`src/rtl/sata_fis_pkg.sv`:
```
`default_nettype none
// ============================================================================
// Module   : sata_fis_pkg
// Purpose  : Shared SATA FIS CRC constants, dword CRC step and TX state type.
// Revision : 1.0 - initial release
// ============================================================================
package sata_fis_pkg;

    localparam logic [31:0] SATA_CRC_POLY   = 32'h04C11DB7;
    localparam logic [31:0] SATA_CRC_INIT   = 32'h52325032;
    localparam int          SATA_FIS_MAXLEN = 2048;

    typedef enum logic {ST_DATA, ST_CRC} fis_tx_state_t;

    // MSB-first, non-reflected, no final XOR; one full dword per call.
    function automatic logic [31:0] sata_crc32_dword(input logic [31:0] crc,
                                                     input logic [31:0] dat);
        logic [31:0] c;
        logic        fb;
        c = crc;
        for (int i = 31; i >= 0; i--) begin
            fb = c[31] ^ dat[i];
            c  = {c[30:0], 1'b0};
            if (fb) begin
                c = c ^ SATA_CRC_POLY;
            end
        end
        return c;
    endfunction

endpackage
`default_nettype wire

```
`src/rtl/sata_fis_crc32.sv`:
```
`default_nettype none
// ============================================================================
// Module   : sata_fis_crc32
// Purpose  : Combinational one-dword SATA CRC-32 step (shared by TX and RX).
// Revision : 1.0 - initial release
// ============================================================================
module sata_fis_crc32
    import sata_fis_pkg::*;
(
    input  logic [31:0] i_crc,
    input  logic [31:0] i_dat,
    output logic [31:0] o_crc
);

    assign o_crc = sata_crc32_dword(i_crc, i_dat);

endmodule
`default_nettype wire

```
`src/rtl/sata_fis_crc_inserter.sv`:
```
`default_nettype none
// ============================================================================
// Module   : sata_fis_crc_inserter
// Purpose  : Appends the SATA CRC-32 dword to each transmitted FIS frame.
//            Optional length check enabled by macro SATA_FIS_LEN_CHECK_EN.
// Revision : 1.0 - initial release
// ============================================================================
module sata_fis_crc_inserter
    import sata_fis_pkg::*;
#(
    parameter int          MAXLEN   = SATA_FIS_MAXLEN,
    parameter logic [31:0] CRC_INIT = SATA_CRC_INIT
) (
    input  logic        clk,
    input  logic        reset,
    input  logic [31:0] i_dat,
    input  logic        i_eop,
    input  logic        i_val,
    output logic        i_rdy,
    output logic [31:0] o_dat,
    output logic        o_eop,
    output logic        o_val,
    input  logic        o_rdy,
    output logic        o_err
);

    fis_tx_state_t r_state, w_state_nxt;
    logic [31:0]   r_dat, w_dat_nxt;
    logic          r_eop, w_eop_nxt;
    logic          r_val, w_val_nxt;
    logic [31:0]   r_crc, w_crc_nxt;
    logic [31:0]   w_crc_step;
    logic          w_ld;
    logic          w_accept;
    logic          w_crc_emit;
    logic          w_len_hit;

    sata_fis_crc32 u_crc (
        .i_crc (r_crc),
        .i_dat (i_dat),
        .o_crc (w_crc_step)
    );

    assign w_ld = ~r_val | o_rdy;

    always_comb begin
        w_state_nxt = r_state;
        w_dat_nxt   = r_dat;
        w_eop_nxt   = r_eop;
        w_val_nxt   = r_val;
        w_crc_nxt   = r_crc;
        i_rdy       = 1'b0;
        w_accept    = 1'b0;
        w_crc_emit  = 1'b0;
        case (r_state)
            ST_DATA: begin
                i_rdy = w_ld;
                if (i_val && w_ld) begin
                    w_accept  = 1'b1;
                    w_dat_nxt = i_dat;
                    w_eop_nxt = 1'b0;
                    w_val_nxt = 1'b1;
                    w_crc_nxt = w_crc_step;
                    if (i_eop || w_len_hit) begin
                        w_state_nxt = ST_CRC;
                    end
                end else if (w_ld) begin
                    w_val_nxt = 1'b0;
                end
            end
            ST_CRC: begin
                if (w_ld) begin
                    w_crc_emit  = 1'b1;
                    w_dat_nxt   = r_crc;
                    w_eop_nxt   = 1'b1;
                    w_val_nxt   = 1'b1;
                    w_crc_nxt   = CRC_INIT;
                    w_state_nxt = ST_DATA;
                end
            end
            default: w_state_nxt = ST_DATA;
        endcase
    end

    always_ff @(posedge clk or negedge reset) begin
        if (!reset) begin
            r_state <= ST_DATA;
            r_dat   <= 32'h0;
            r_eop   <= 1'b0;
            r_val   <= 1'b0;
            r_crc   <= CRC_INIT;
        end else begin
            r_state <= w_state_nxt;
            r_dat   <= w_dat_nxt;
            r_eop   <= w_eop_nxt;
            r_val   <= w_val_nxt;
            r_crc   <= w_crc_nxt;
        end
    end

`ifdef SATA_FIS_LEN_CHECK_EN
    localparam int                 CNT_W         = $clog2(MAXLEN + 1);
    localparam logic [CNT_W-1:0]   C_LAST_CNT    = CNT_W'(MAXLEN - 1);

    logic [CNT_W-1:0] r_cnt;
    logic             r_err;

    // The accepted word is the MAXLEN-th of the frame when cnt is one short.
    assign w_len_hit = (r_cnt == C_LAST_CNT);

    always_ff @(posedge clk or negedge reset) begin
        if (!reset) begin
            r_cnt <= '0;
            r_err <= 1'b0;
        end else begin
            if (w_crc_emit) begin
                r_cnt <= '0;
            end else if (w_accept) begin
                r_cnt <= r_cnt + 1'b1;
            end
            if (w_accept && w_len_hit && !i_eop) begin
                r_err <= 1'b1;
            end
        end
    end

    assign o_err = r_err;
`else
    assign w_len_hit = 1'b0;

    // Without the length check only an illegal MAXLEN configuration can flag.
    if (MAXLEN >= 1 && MAXLEN <= SATA_FIS_MAXLEN) begin : g_no_len_check
        assign o_err = 1'b0;
    end else begin : g_bad_maxlen
        assign o_err = 1'b1;
    end
`endif

    assign o_dat = r_dat;
    assign o_eop = r_eop;
    assign o_val = r_val;

endmodule
`default_nettype wire

```
`config.mk`:
```
export PLATFORM = sky130hd
export DESIGN_NAME = sata_fis_crc_inserter
export DESIGN_NICKNAME = d
export VERILOG_FILES = /design/src/rtl/sata_fis_pkg.sv /design/src/rtl/sata_fis_crc32.sv /design/src/rtl/sata_fis_crc_inserter.sv
export SDC_FILE = /design/constraint.sdc
export NUM_CORES = 1
export LEC_CHECK = 0
export BUFFER_PORTS_ARGS = -buffer_cell sky130_fd_sc_hd__buf_2
export CORE_MARGIN = 2
export CORE_UTILIZATION = 50
export CTS_CLUSTER_SIZE = 20
export DETAILED_ROUTE_END_ITERATION = 8
export PLACE_DENSITY = 0.72
export SETUP_SLACK_MARGIN = 0.1
export SLEW_MARGIN = 30
export SYNTH_ARGS = -nofsm -noshare
export SYNTH_HDL_FRONTEND = slang
export SYNTH_HIERARCHICAL = 1
export SYNTH_SLANG_ARGS = --single-unit
```
`constraint.sdc`:
```
create_clock -name clk -period 7.21 [get_ports clk]
set_input_delay 1.442 -clock clk [delete_from_list [all_inputs] [get_ports clk]]
set_output_delay 1.442 -clock clk [all_outputs]
set_load 0.1 [all_outputs]
```
# After elaboration in Yosys (flattened, before gate mapping)
# Index checks and enable logic that the tools add are counted.
# totals
register_bits,67
inputBits,37
elab_cells,127
out_inout_bits,36
# classes
n_bitwise,67
n_eq_ne,3
n_mux,49
n_reduce_logical,3
# op_table
operator,n
two-way mux 27 bit,32
NOT 14 bit,32
two-way mux 32 bit,4
one-hot mux 32 bit (2 select lines),2
bitwise XOR 1 bit,32
two-way mux 1 bit,8
one-hot mux 1 bit (2 select lines),3
AND reduction 2 bit,2
inequality test 3 bit (second input constant),1
inequality test 2 x 1 -> 1 bit (second input constant),1
inequality test 2 bit (second input constant),1
NOT 1 bit,2
logical AND 1 bit,1
bitwise OR 1 bit,1

# Longest topological paths before layout
# Gate-level depths: netlist (run 1).
# depth
ltp_word,66
mapped_depth,10
ltp_nobuf,10

# Hierarchy
# The synthesis (run 1) kept the hierarchy.
# modules_own_cells
mod,seq_area_each_um2,instances,cells_each,area_each_um2
sata_fis_crc32,0.0,1,256,3080.5
sata_fis_crc_inserter,1690.4,1,255,2919.0

# Worst setup path after synthesis (run 1)
# No wires, ideal clock.
# synth_timing
path_type,input -> register
start,input i_dat[31]
end,register r_crc[8]
stages,9
path_slack_ns,2.238
arrival_time_ns,4.852
required_time_ns,7.089
path_buffers,0
setup_ns,0.121
path_cell_list,xnor2_2 xnor3_2 xnor3_4 xnor3_1 xnor3_2 xnor3_2 xor3_2 xnor2_1 a22o_1
# synth_via
elab_chain_cells,43
elab_cells_between_ends,80
cone_classes,mux: 34; bitwise: 46
# synth_rtl
item,line,rtl
start: declaration,sata_fis_crc_inserter.sv:16,"input logic [31:0] i_dat,"
bitwise XOR 1 bit (*),sata_fis_pkg.sv:22,fb = c[31] ^ dat[i];
two-way mux 27 bit (*),sata_fis_pkg.sv:24,if (fb) begin
two-way mux 27 bit or NOT 14 bit (tied branches),--,
NOT 14 bit (no source line) or two-way mux 27 bit (tied branches),--,
two-way mux 27 bit,sata_fis_pkg.sv:24,
NOT 14 bit (no source line),--,
two-way mux 27 bit,sata_fis_pkg.sv:24,
NOT 14 bit (no source line) or two-way mux 27 bit (tied branches),--,
[28 not listed],--,
two-way mux 27 bit,sata_fis_pkg.sv:24,
NOT 14 bit (no source line) or bitwise XOR 1 bit (tied branches),--,
two-way mux 27 bit,sata_fis_pkg.sv:24,
NOT 14 bit (no source line) or bitwise XOR 1 bit (tied branches),--,
two-way mux 27 bit (*),sata_fis_pkg.sv:24,
named net w_crc_step[8],sata_fis_crc_inserter.sv:32,logic [31:0] w_crc_step;
two-way mux 32 bit (*),sata_fis_crc_inserter.sv:58,if (i_val && w_ld) begin
one-hot mux 32 bit (2 select lines) (*),sata_fis_crc_inserter.sv:55,case (r_state)
end signal: assignment,sata_fis_crc_inserter.sv:97,r_crc <= w_crc_nxt;
end: declaration,sata_fis_crc_inserter.sv:31,"logic [31:0] r_crc, w_crc_nxt;"
# Mark *: on every way through the listed nets, which the timed path passes. The rest lies on a longest branch. The select of a mux whose other input is x is not followed.
# A chain may end at the register's enable or synchronous reset.

# Worst setup path in the final report (run 1)
# layout_timing
start,input i_dat[30]
end,register r_crc[16]
# layout_via
elab_chain_cells,41
elab_cells_between_ends,75
cone_classes,mux: 33; bitwise: 42
# layout_rtl
item,line
bitwise XOR 1 bit (*),sata_fis_pkg.sv:22
two-way mux 27 bit (*),sata_fis_pkg.sv:24
two-way mux 27 bit,sata_fis_pkg.sv:24
two-way mux 27 bit or NOT 14 bit (tied branches),--
two-way mux 27 bit,sata_fis_pkg.sv:24
two-way mux 27 bit or NOT 14 bit (tied branches),--
two-way mux 27 bit,sata_fis_pkg.sv:24
NOT 14 bit (no source line) or two-way mux 27 bit (tied branches),--
[25 not listed],--
two-way mux 27 bit (2 in series),sata_fis_pkg.sv:24
two-way mux 27 bit or NOT 14 bit (tied branches),--
two-way mux 27 bit,sata_fis_pkg.sv:24
NOT 14 bit (no source line) or bitwise XOR 1 bit (tied branches),--
two-way mux 27 bit (*),sata_fis_pkg.sv:24
named net w_crc_step[16],sata_fis_crc_inserter.sv:32
two-way mux 32 bit (*),sata_fis_crc_inserter.sv:58
one-hot mux 32 bit (2 select lines) (*),sata_fis_crc_inserter.sv:55
# Marks and branches as above.

==> results.cfg, run 1 <==
[timing]
finalSetupViolCount = 0
worst_slew_pin_slew_ps = 957
period_minus_slack_ps = 5290
fmax_mhz = 189
finalHoldViolCount = 0
rsz0062_at_grt = false
tns_ps = 0
slew_headroom = 0.358
setup_ws_ps = 1920
period_share = 0.734
clock_skew_ps = 6.59
slew_violations = 0

[yosys]
syn_area_per_cell_um2 = 11.7
synth-seq-cells = 67
syn_nets = 548
synth_edf_count = 0
syn-cell-area_um2 = 6000
synthCells = 511
ys_types = 34
synthFlopType = dfrtp_1
yosys_warnings = 6
async_reset_ff_frac = 1.00
ys_seq_area_frac = 0.282

[cts]
cts.clk_slew.worst_paths_ps = 60
clockBufferDepth = 2
clkSinkCount = 67
cts_tree = done
cts_hold_buf = 0
cts-root-buf = clkbuf_16
clk-insertion-delay-late_ps = 340
postCtsSetupRepairBufs = 0
htree_num_levels = 3
cts_resized = 0
numCtsBuffers = 9

[detailed_routing]
postRouteAntennaNets = 0
vias_per_cell = 5.61
wl_per_cell_um = 21.7
routed_wirelength_mm = 15.8
drt_iter0_drc = 422
first_pass_iters = 5
drc = 0
num_vias = 4090

[place]
io_buffers = 71
dp.cells = 712
dpl.hpwl_mm = 12.2
place_ws_ps = 1600
gp_congestion = 0.941

[critical_path]
reg2reg_from = r_crc[27]
cp-start-kind = primary input
cp-end-kind = flop
worstRegToRegCells = 9
r2r-end = r_crc[16]
worstSetupStartpoint = i_dat[30]
worstPathCellList = buf_2, xnor2_1, xnor2_1, xnor3_1, xnor3_1, xnor3_1, xor2_1, xnor2_1, xnor3_1, a22o_1
cp_max_fo = 6
reg2reg_slack_ps = 2730
critical_path_arrival_ps = 5510
cp_slowest_stage_delay_ps = 760
path_class = in -> reg
crit_top_cell = xnor3_1
crit_required_ps = 7430
critPathSlowestCell = xnor2_1

[grt]
first_global_vias = 4162
grt_usage = 0.256
grt-ovfl-total = 0
grt_max_degree = 68
grt_first_pass_wirelength_mm = 24.4
antenna_found_initial = 0

[min_path]
holdPathStages = 2
hold_class = reg -> reg
min_to = o_dat[22]
hp-start = o_dat[22]

[run_status]
status = completed

[finish]
final_util = 0.571
final_cell_mix = xnor2_1, buf_2, dfrtp_1
regArea_um2 = 1690
area_growth_pct = 12.9
fill_cells = 1046
drive_above_1_share = 0.241
final_common_cell = xnor2_1
diodes = 0
multi_input_area_um2 = 4160
layout.nets = 614
finalNonFillerCells = 729

[floorplanning]
rows = 40
die_w_um = 114
coreArea_um2 = 11900
dieArea_um2 = 12900
initial_core_util = 0.506
die_height_um = 114
ios = 73

[job]
max_cap_viol_count = 0
## routing by layer
metal	up-vias	GRT usage	wire length, um
li1	1878	-	-
met4	0	0.0715	264
met2	122	0.423	7690
met5	-	0	0
met3	19	0.0414	777
met1	2071	0.352	7090
## kinds of logic (layout without fill, tap and decap cells)
group | after synthesis | after routing | share of synthesized area
AND/OR/NAND/NOR | 21 | 21 | 0.0196
multiplexers | 32 | 32 | 0.0534
flip-flops | 67 | 67 | 0.282
AO/OA/AOI/OAI | 109 | 109 | 0.105
buffers and inverters | 27 | 98 | 0.0277
other | 1 | 1 | 0.000625
XOR/XNOR | 254 | 254 | 0.512
## critical path: cells and delay by family
family / cells / cell delay [ps]
compound gates: 1 / 220
xor+xnor: 8 / 3730
buf+inv: 1 / 120
## sequential cells by signal, summed over array words and instances, names as in the netlist
signal	count
r_state	1
r_crc	32
o_val	1
o_dat	32
o_eop	1
## area by class of cell
class / count / share of cell area
clock buffer: 12 / 0.0349
sequential: 67 / 0.250
inverter: 3 / 0.00166
clock inverter: 4 / 0.00758
multi-input combinational: 417 / 0.614
timing repair buffer: 79 / 0.0649
tap: 147 / 0.0272
## per-stage QoR
step | hold slack [ps] | instance area, um^2
5_1_grt | 545 | 6770
3_3_place_gp | 493 | 6430
6_report | 510 | 6770
4_1_cts | 517 | 6740
3_5_place_dp | 502 | 6450
2_1_floorplan | 475 | 6000
## Yosys cell counts, types with 3 or more instances
library cell  number  area [um^2]
buf_2             10         50.1
xnor2_2            7          114
dfrtp_1           56         1400
o21ai_0           33          165
dfstp_2           11          289
buf_6              4         45.0
buf_4              6         45.0
xnor2_1          148         1300
xnor3_2           12          285
clkbuf_1           4         15.0
o21ai_1           34          170
a21oi_1           20          100
inv_1              3         11.3
xor2_2             4         65.1
nor2_1            13         48.8
xnor3_1           30          676
xor2_1            43          377
a22o_1            22          193
mux2i_1           32          320
## worst max-delay path by stage
| stage | to | slack, ps | cells past startpoint |
|---|---|---|---|
| final | r_crc[16] | 1920 | 10 |
| after global routing | r_crc[16] | 1790 | 10 |
| after CTS | r_crc[16] | 1940 | 10 |
| after detailed placement | r_crc[16] | 1600 | 10 |
| after global placement | r_crc[16] | 1560 | 10 |
| after floorplan | r_crc[8] | 2240 | 9 |
Power of run 1 is left out: the tool's default activity adds up to more than one toggle a clock period on the data nets, which glitch-free logic cannot reach.
==> run 2, diff against run 1 <==
- ABC_AREA: default -> 1
- PLACE_DENSITY: 0.72 -> 0.71
- clock period: 7.21 -> 5.1 ns (I/O delays scaled with it)
==> run 2 against run 1 <==
Net effect: via count is 110% higher; design area is 35% higher; utilization is 1.4 points lower; sequential share of layout area is 6.5 points lower; critical path type unchanged; largest cell class unchanged.
==> results.cfg, run 2 <==
[floorplanning]
initial_core_util = 0.506
dieArea_um2 = 17600
die_w_um = 133
ios = 73
rows = 47
coreArea_um2 = 16400
die_height_um = 133

[yosys]
synthMostInstantiatedCell = nand2_1
synth-seq-cells = 67
yosys-top-cells-count = nand2_1, inv_1, nand3_1, xor2_1, nand2_2
ys_seq_area_frac = 0.204
synth_area_leaders = nand2_1, dfrtp_1, xor2_1
synth_edf_count = 0
synthCells = 1385
syn-cell-area_um2 = 8300
async_reset_ff_frac = 1.00
yosysTopAreaCellShare = 0.309
syn_area_per_cell_um2 = 5.99
synth_area_leader_cell = nand2_1
yosys_warnings = 6
synthFlopType = dfrtp_1
ys_types = 32
syn_nets = 1422

[timing]
slew_violations = 0
period_minus_slack_ps = 4150
clock_skew_ps = 6.34
period_share = 0.814
whs_ps = 470
tns_ps = 0
finalSetupViolCount = 0
worst_slew_pin_slew_ps = 880
slew_headroom = 0.411
rsz0062_at_grt = false
finalHoldViolCount = 0
fmax_mhz = 241

[grt]
grt-ovfl-total = 0
antenna_found_initial = 0
grt_max_degree = 59
grt_usage = 0.302
grt_first_pass_wirelength_mm = 41.7
first_global_vias = 7850

[finish]
multi_input_area_um2 = 5850
final_cell_mix = nand2_1, inv_1, nand3_1
drive_above_1_share = 0.185
finalNonFillerCells = 1671
final_common_cell = nand2_1
regArea_um2 = 1690
final_util = 0.557
layout.nets = 1483
area_growth_pct = 10.1
fill_cells = 1671
diodes = 0

[detailed_routing]
wl_per_cell_um = 15.6
routed_wirelength_mm = 26.0
num_vias = 8549
drc = 0
drt_iter0_drc = 723
postRouteAntennaNets = 0
vias_per_cell = 5.12
first_pass_iters = 8

[critical_path]
cp_max_fo = 11
cp_slowest_stage_delay_ps = 390
crit_top_cell = nand2_1
cp-start-kind = primary input
critical_path_arrival_ps = 4430
crit_required_ps = 5380
cp-end-kind = flop
path_class = in -> reg
critPathSlowestCell = nand2_1

[place]
dp.cells = 1655
dpl.hpwl_mm = 20.3
gp_congestion = 0.978
io_buffers = 71

[cts]
cts_resized = 0
clockBufferDepth = 2
htree_num_levels = 3
cts.clk_slew.worst_paths_ps = 60
clkSinkCount = 67
cts-root-buf = clkbuf_16
cts_tree = done
clk-insertion-delay-late_ps = 340
cts_hold_buf = 0
postCtsSetupRepairBufs = 0
numCtsBuffers = 9

[min_path]
hold_class = reg -> reg

[job]
max_cap_viol_count = 0

[run_status]
status = completed
run 2: cell types whose count changed after synthesis, sizes merged, moves of 5 or more:
cell    before  now
nand3b       0   11
nor2        13   31
mux2i       32    0
nand3        0  149
xor2        49  100
xnor2      156   33
o21ai       67    0
inv          3  162
a22o        22    0
buf         20   25
xor3         5    0
xnor3       44    0
nand2        2  794
a21oi       20    0
run 2: path summary, 6_finish.rpt:
check                          start         to  slack (ps)  cells after the start
min in group asynchronous      reset  o_dat[23]         700                      1
hold reg to reg            o_dat[13]  o_dat[13]         470                      2
setup / recovery           i_dat[31]  r_crc[11]         950                     32
setup reg to reg           r_crc[31]  r_crc[11]        1330                     31
max in group asynchronous      reset   r_crc[1]        3610                      2
hold / removal             o_dat[13]  o_dat[13]         470                      2
run 2: worst max-delay path: cells and delay by family:
| family | cells | cell delay [ps] |
|---|---|---|
| and+or+nand+nor | 25 | 2850 |
| buffers and inverters | 7 | 560 |
run 2: cells by family after synthesis:
logic type	after synthesis	share of synthesized area
DFF	67	0.204
and+or+nand+nor	992	0.551
other	1	0.000452
AOI/OAI and AO/OA	2	0.00181
xor gates and xnor gates	133	0.151
buffers and inverters	190	0.0917
run 2: layer usage:
layer / wire (um) / global-route usage / up-vias / share of wire
li1: - / - / 4286 / -
met1: 11200 / 0.399 / 3901 / 0.43
met3: 1690 / 0.0479 / 64 / 0.065
met4: 1210 / 0.133 / 0 / 0.046
met5: 0 / 0 / - / 0
met2: 11900 / 0.487 / 298 / 0.46
run 2: layout make-up:
class | instances | area share
Tap cell | 220 | 0.0301
Clock inverter | 7 | 0.00836
Timing Repair Buffer | 77 | 0.0441
Clock buffer | 9 | 0.0247
Multi-Input combinational cell | 1128 | 0.640
Sequential cell | 67 | 0.185
Inverter | 163 | 0.0675
run 2: stage by stage:
step                worst slack, ps  instance area [um^2]
global route                    584                  9130
floorplan                      1690                  8300
finish                          950                  9130
CTS                            1010                  9130
detailed placement              686                  8830
global placement                725                  8830
Power of run 2 is left out for the same reason.
==> run 3, diff against run 2 <==
- ABC_AREA: 1 -> 0
- PLACE_DENSITY: 0.71 -> 0.72
- clock period: 5.1 -> 3.95 ns (I/O delays scaled with it)
==> run 3 against run 2 <==
Net effect: clock skew hardly changed; utilization is 8.8 points higher; worst setup slack worse by 800 ps; critical path depth is 22 lower; routed wire length is 36% lower; count of clock-buffer cells in the layout grew 5; flip-flop and latch count did not move; non-clock buffer count grew 85; cell count down 51%; design area fell by 16%; die area shrank 27%; global-route usage fell by 3.3 points.
==> results.cfg, run 3 (synthesis results as in run 1) <==
[run_status]
status = completed

[timing]
finalSetupViolCount = 0
rsz0062_at_grt = false
slew_violations = 0
clock_skew_ps = 6.14
period_share = 0.961
fmax_mhz = 263
period_minus_slack_ps = 3800
finalHoldViolCount = 0
slew_headroom = 0.533
whs_ps = 467
tns_ps = 0
worst_slew_pin_slew_ps = 698

[cts]
clk-insertion-delay-late_ps = 340
cts_hold_buf = 0
cts_tree = done
htree_num_levels = 3
cts-root-buf = clkbuf_16
cts.clk_slew.worst_paths_ps = 60
clockBufferDepth = 2
clkSinkCount = 67
numCtsBuffers = 9

[floorplanning]
ios = 73
die_w_um = 114
rows = 40
dieArea_um2 = 12900
die_height_um = 114
coreArea_um2 = 11900
initial_core_util = 0.506

[finish]
area_growth_pct = 27.4
diodes = 0
drive_above_1_share = 0.374
finalNonFillerCells = 812
final_cell_mix = xnor2_1, buf_4, buf_2
final_common_cell = xnor2_1
regArea_um2 = 1690
layout.nets = 697
fill_cells = 931
multi_input_area_um2 = 4390

[grt]
first_global_vias = 4547
grt_util_met3 = 0.0287
antenna_found_initial = 0
busiest_layer = met2
grt_usage = 0.269
grt-ovfl-total = 0
met1_usage = 0.379
grt_first_pass_wirelength_mm = 25.9
grt_max_degree = 55
use_met2 = 0.446

[detailed_routing]
num_vias = 4364
postRouteAntennaNets = 0
drc = 0
vias_per_cell = 5.37
wl_per_cell_um = 20.5
first_pass_iters = 5
routed_wirelength_mm = 16.6
drt_iter0_drc = 357

[place]
dpl.hpwl_mm = 12.9
gp_congestion = 0.968
io_buffers = 71
dp.cells = 794

[job]
max_cap_viol_count = 0

[min_path]
hold_class = in -> async

[critical_path]
cp_max_fo = 4
cp-start-kind = primary input
critical_path_arrival_ps = 4020
path_class = in -> reg
crit_required_ps = 4170
cp-end-kind = flop
==> run 3: cell types whose count changed in the layout (fill, tap and decap cells not counted), moves of 32 or more <==
| cell | change |
|---|---|
| buf_4 | +83 |
| inv_1 | -136 |
| mux2i_1 | +32 |
| nand2_1 | -682 |
| nand2_2 | -72 |
| nand2_4 | -35 |
| nand3_1 | -134 |
| o21ai_0 | +33 |
| o21ai_1 | +34 |
| xnor2_1 | +102 |
| xor2_1 | -54 |
==> run 3: final timing paths <==
check,start,depth (start not counted),slack (ps),end
setup reg to reg,r_crc[28],12,220,r_crc[12]
hold reg to reg,o_dat[24],2,510,o_dat[24]
min in group clk,o_dat[24],2,510,o_dat[24]
max in group asynchronous,reset,2,2690,r_crc[28]
setup / recovery,i_dat[19],10,150,r_crc[11]
hold / removal,reset,1,470,o_dat[29]
==> run 3: per-layer routing <==
metal | wire length [um] | part of all wire
met1 | 7350 | 0.44
met2 | 8260 | 0.50
met3 | 712 | 0.043
met4 | 293 | 0.018
met5 | 0 | 0
==> run 3: area by class of cell <==
class                      instances  area share
tap                              147      0.0241
clock buffer                      14      0.0358
timing repair buffer             162       0.138
clock inverter                     2     0.00458
inverter                           3     0.00147
sequential                        67       0.221
multi-input combinational        417       0.575
==> run 3: timing repair <==
action / CTS / global route
pin swaps: 0 / 5
setup endpoints to repair: 2 / 7
resized for setup: 2 / 5
setup buffers: 0 / 1
==> run 3: worst max-delay path: stages <==
cell     delay, ps
buf_2          110
xnor2_1        220
xnor3_2        520
xor3_4         480
xnor3_2        480
xnor2_4        270
xnor3_2        510
xor3_2         280
xnor2_1        150
a22o_1         210
==> run 3: stage by stage <==
stage               setup slack [ps]  instance area (um^2)   util
global route                    96.9                  7650  0.645
global placement                -243                  7260  0.612
detailed placement              -310                  7260  0.612
CTS                             87.7                  7590  0.640
floorplan                       73.8                  6190      -
finish                           152                  7650  0.645
Power of run 3 is left out for the same reason.
